==> src/rtl/gray_ptr_sync.sv <==
// Brings a foreign-domain Gray pointer into CLK, converts it to binary and derives FIFO level/full/empty.
// Define GRAY_PTR_SYNC_CHECK_EN to build the sticky Gray-jump / level-overflow checker on `error`.
module gray_ptr_sync #(
  parameter int unsigned width  = 10,
  parameter int unsigned stages = 2
) (
  input  logic             CLK,
  input  logic             nRST,
  input  logic [width-1:0] remoteGray,
  input  logic [width-1:0] localBin,
  output logic [width-1:0] syncBin,
  output logic             syncBin__RDY,
  output logic [width-1:0] level,
  output logic             full,
  output logic             empty,
  output logic [1:0]       error,
  input  logic             clearError__ENA,
  output logic             clearError__RDY
);

  localparam int unsigned FILL_W = $clog2(stages + 2);
  localparam logic [FILL_W-1:0] FILL_MAX = FILL_W'(stages + 1);
  localparam logic [FILL_W-1:0] FILL_RDY = FILL_W'(stages);
  localparam logic [width-1:0] HALF = {1'b1, {(width-1){1'b0}}};

  logic [width-1:0]  g_q [stages];
  logic [width-1:0]  g_last;
  logic [width-1:0]  bin_c;
  logic [width-1:0]  level_c;
  logic [FILL_W-1:0] fill_q;

  assign g_last          = g_q[stages-1];
  assign level_c         = localBin - syncBin;
  assign clearError__RDY = 1'b1;

  // Gray to binary: bit i is the XOR of all Gray bits at or above i
  always_comb begin
    bin_c = '0;
    for (int i = 0; i < int'(width); i++) begin
      bin_c[i] = ^(g_last >> i);
    end
  end

  always_ff @(posedge CLK) begin
    if (!nRST) begin
      for (int i = 0; i < int'(stages); i++) begin
        g_q[i] <= '0;
      end
      syncBin      <= '0;
      level        <= '0;
      full         <= 1'b0;
      empty        <= 1'b1;
      fill_q       <= '0;
      syncBin__RDY <= 1'b0;
    end else begin
      g_q[0] <= remoteGray;
      for (int i = 1; i < int'(stages); i++) begin
        g_q[i] <= g_q[i-1];
      end
      syncBin <= bin_c;
      if (fill_q != FILL_MAX) begin
        fill_q <= fill_q + FILL_W'(1);
      end
      syncBin__RDY <= (fill_q >= FILL_RDY);
      // Level only tracks once syncBin holds a post-reset sample
      if (syncBin__RDY) begin
        level <= level_c;
        full  <= (level_c == HALF);
        empty <= (level_c == '0);
      end
    end
  end

`ifdef GRAY_PTR_SYNC_CHECK_EN
  logic [width-1:0] prev_q;
  logic [width-1:0] diff_c;
  logic [1:0]       set_c;

  // More than one bit changed between consecutive synchronized samples means a bad crossing
  always_comb begin
    diff_c = g_last ^ prev_q;
    set_c  = 2'b00;
    if (syncBin__RDY) begin
      set_c[0] = ((diff_c & (diff_c - width'(1))) != '0);
      set_c[1] = (level_c > HALF);
    end
  end

  always_ff @(posedge CLK) begin
    if (!nRST) begin
      prev_q <= '0;
      error  <= 2'b00;
    end else begin
      prev_q <= g_last;
      error  <= (clearError__ENA ? 2'b00 : error) | set_c;
    end
  end
`else
  logic clear_unused;

  assign clear_unused = clearError__ENA;
  assign error        = 2'b00;
`endif

endmodule

==> config.mk <==
export PLATFORM = sky130hd
export DESIGN_NAME = gray_ptr_sync
export DESIGN_NICKNAME = d
export VERILOG_FILES = /design/src/rtl/gray_ptr_sync.sv
export SDC_FILE = /design/constraint.sdc
export NUM_CORES = 1
export LEC_CHECK = 0
export ABC_CLOCK_PERIOD_IN_PS = 2400
export BUFFER_PORTS_ARGS = -buffer_cell sky130_fd_sc_hd__buf_4
export CAP_MARGIN = 10
export CORE_MARGIN = 3
export CORE_UTILIZATION = 42
export DETAILED_ROUTE_END_ITERATION = 12
export PLACE_DENSITY = 0.76
export SLEW_MARGIN = 30
export SYNTH_ARGS = -nofsm -noshare
export SYNTH_HDL_FRONTEND = slang
export SYNTH_SLANG_ARGS = --single-unit
==> constraint.sdc <==
create_clock -name CLK -period 2.4 [get_ports CLK]
set_input_delay 0.36 -clock CLK [delete_from_list [all_inputs] [get_ports CLK]]
set_output_delay 0.36 -clock CLK [all_outputs]
set_load 0.05 [all_outputs]
==> results.md <==
* Status: finished, final reports clean
* Largest net degree at the start of global routing at 28
* Via density at 4.80
* Vias in the first global route at 1,290
* Crit end category: register
* Vias at 1,475
* Number of fill cells at 382
* Die area at 5470 µm²
* Maxcap violations at 0
* Clock Sinks at 45
* Routability cong. at 0.762
* Commonest non-fill, non-tap cell in the layout: buf_4
* Initial antenna violation count at 0
* Cell variety after synth at 37
* Post-detailed-route wirelength per cell at 12.1 µm
* Final setup fails at 0
* Clk slew on worst S/H paths at 90 ps
* Rows at 24
* DRT Wirelength at 3710 µm
* Post-CTS Hold Buffers at 0
* Worst rel slew slack at 57.5%
* All-Layer GR Usage at 13.0%
* Netlist Area Pre-Place at 1940 µm²
* Layout cells sized above 1 at 35.3%
* IO Count at 49
* Core region area at 4410 µm²
* Measured slew at the worst slew-check pin at 637 ps
* Peak VDD IR at 0.466 mV
* Clock Root Buffer: clkbuf_8
* Power Density at 864 nW/µm²
* Num CTS Buffers at 5
* Initial DRC count at 48
* Setup Skew at 7.65 ps
* First-pass GRT wire length at 5380 µm
* H-Tree Depth at 2
* Initial core utilization at 43.9%
* Syn_area_per_cell at 9.79 µm²
* Synth Register Bits at 45
* DRC Markers at 0
* CTS tree: built
* Total power draw at 2210 µW
* HPWL Detailed at 2550 µm
* Layout area overhead at 31.7%
* IO Port Bufs at 44
* Sequential share of the synthesized area at 46.5%
* Fin crit period at 2350 ps
* Final hold viol count at 0
* Warnings from Yosys at 0
* Die X at 74.0 µm
* Commonest cells after routing, fill and taps aside: 56 x buf_4, 41 x dfxtp_1, 25 x nor2_1
* Clk_lat worst skew at 300 ps
* Worst EP required at 2600 ps
* Final period utilization at 98.1%
* Synth Flop Type: dfxtp_1
* Pleak at 0.00114 µW
* HP Class: input port to register
* Post-Layout Inst Area at 2550 µm²
* Final antenna-violating net count at 0
* Post-DP Area at 2350 µm²
* Die height at 74.0 µm
* Max-slew violations at 0
* CP max FO at 3
* Synth Instances at 198
* First-pass iteration count of the detailed router at 4
* Maximum clock rate at 425 MHz
* Critical Path AT at 2550 ps
* Startpoint Class: register
* GRT overflow at 0
* Final net count at 289
* Post-synth EDFFs at 0
* Max Root-Sink Buffers at 2
* N_diodes at 0
* Synth async-reset ratio at 0%
* Setup Crit Path Kind: register to register
==> cells by family after synthesis <==
family	count (synthesis)	share of synthesized area (%)
flops	45	46.5
xor+xnor	17	9.94
mux	4	2.06
simple gates	69	18.2
other cells	2	0.387
fa+ha+maj	12	8.13
compound gates	28	10.2
buf+inv	21	4.64
==> state kept, by name, summed over array words and instances, names as in the netlist <==
| signal | cells |
|---|---|
| syncBin | 10 |
| full | 1 |
| level | 10 |
| empty | 1 |
| syncBin__RDY | 1 |
| g_q | 20 |
| fill_q | 2 |
==> metrics by stage <==
| step | utilization [%] | hold slack, ps | TNS (ps) | cells | setup slack, ps |
|---|---|---|---|---|---|
| after floorplan | - | 406 | 0 | 199 | 19.0 |
| after global placement | 53.2 | 410 | -188 | 293 | -102 |
| after detailed placement | 53.2 | 412 | -255 | 293 | -145 |
| after CTS | 55.5 | 248 | 0 | 302 | 0.747 |
| after global routing | 57.9 | 243 | -95.4 | 307 | -61.7 |
| final | 57.9 | 261 | 0 | 307 | 45.9 |
==> power by group <==
part	total (µW)	internal [µW]	leakage (µW)	switching [µW]
logic	843	352	0.000715	491
clock network	487	216	0.0000495	271
registers	875	829	0.000372	45.6
==> worst paths after layout <==
check / slack [ps] / start / endpoint / cells after the start
hold reg to reg: 430 / g_q[0][5]$_SDFF_PN0_ / g_q[0][15]$_SDFF_PN0_ / 1
hold / removal: 260 / remoteGray[8] / g_q[0][8]$_SDFF_PN0_ / 2
setup / recovery: 50 / syncBin[0]$_SDFF_PN0_ / full$_SDFFE_PN0P_ / 10
setup reg to reg: 50 / syncBin[0]$_SDFF_PN0_ / full$_SDFFE_PN0P_ / 10
==> layout make-up <==
type	instances	area, µm²	share of cell area (%)
Multi-Input combinational cell	133	1020	39.8
Sequential cell	45	908	35.6
Timing Repair Buffer	56	420	16.5
Clock buffer	5	68.8	2.69
Tap cell	52	65.1	2.55
Inverter	13	48.8	1.91
Clock inverter	3	26.3	1.03
==> cell usage after synthesis, drive strengths merged (2+ instances only) <==
cell / n / area, µm²
a211oi: 2 / 15.0
a21oi: 8 / 40.0
and2: 25 / 163
buf: 4 / 26.3
clkbuf: 4 / 15.0
conb: 2 / 7.51
dfxtp: 45 / 901
ha: 11 / 138
inv: 13 / 48.8
mux2i: 4 / 40.0
nand2: 6 / 22.5
nand3: 2 / 10.0
nor2: 25 / 93.8
nor2b: 3 / 18.8
nor3: 4 / 20.0
o21a: 4 / 30.0
o21ai: 2 / 10.0
o221ai: 2 / 17.5
o31a: 4 / 35.0
xnor2: 12 / 128
xor2: 4 / 42.6
==> critical path, stage by stage (launching register included) <==
cell and delay (ps):
dfxtp_2 330, ha_2 200, fa_2 380, nor2b_2 130
o31a_1 220, o221ai_2 130, a21oi_1 190, xor2_1 240
buf_4 160, nor2_1 50, a32o_1 220
==> what timing repair did <==
action | CTS | global route
endpoints found under the setup margin | 1 | 2
setup buffers | 1 | 5
pin swaps | 3 | 10
gates resized for setup | 0 | 14
hold endpoints to repair | 0 | 0
==> routing by layer <==
| layer | up-vias | track usage (%) | share of wire, % |
|---|---|---|---|
| met5 | - | 0 | 0 |
| met4 | 0 | 4.83 | 0.70 |
| met3 | 4 | 4.73 | 5.0 |
| met2 | 37 | 22.9 | 54 |
| met1 | 680 | 14.4 | 40 |
| li1 | 754 | - | - |
Note: power is estimated with default switching activity, not from simulation.
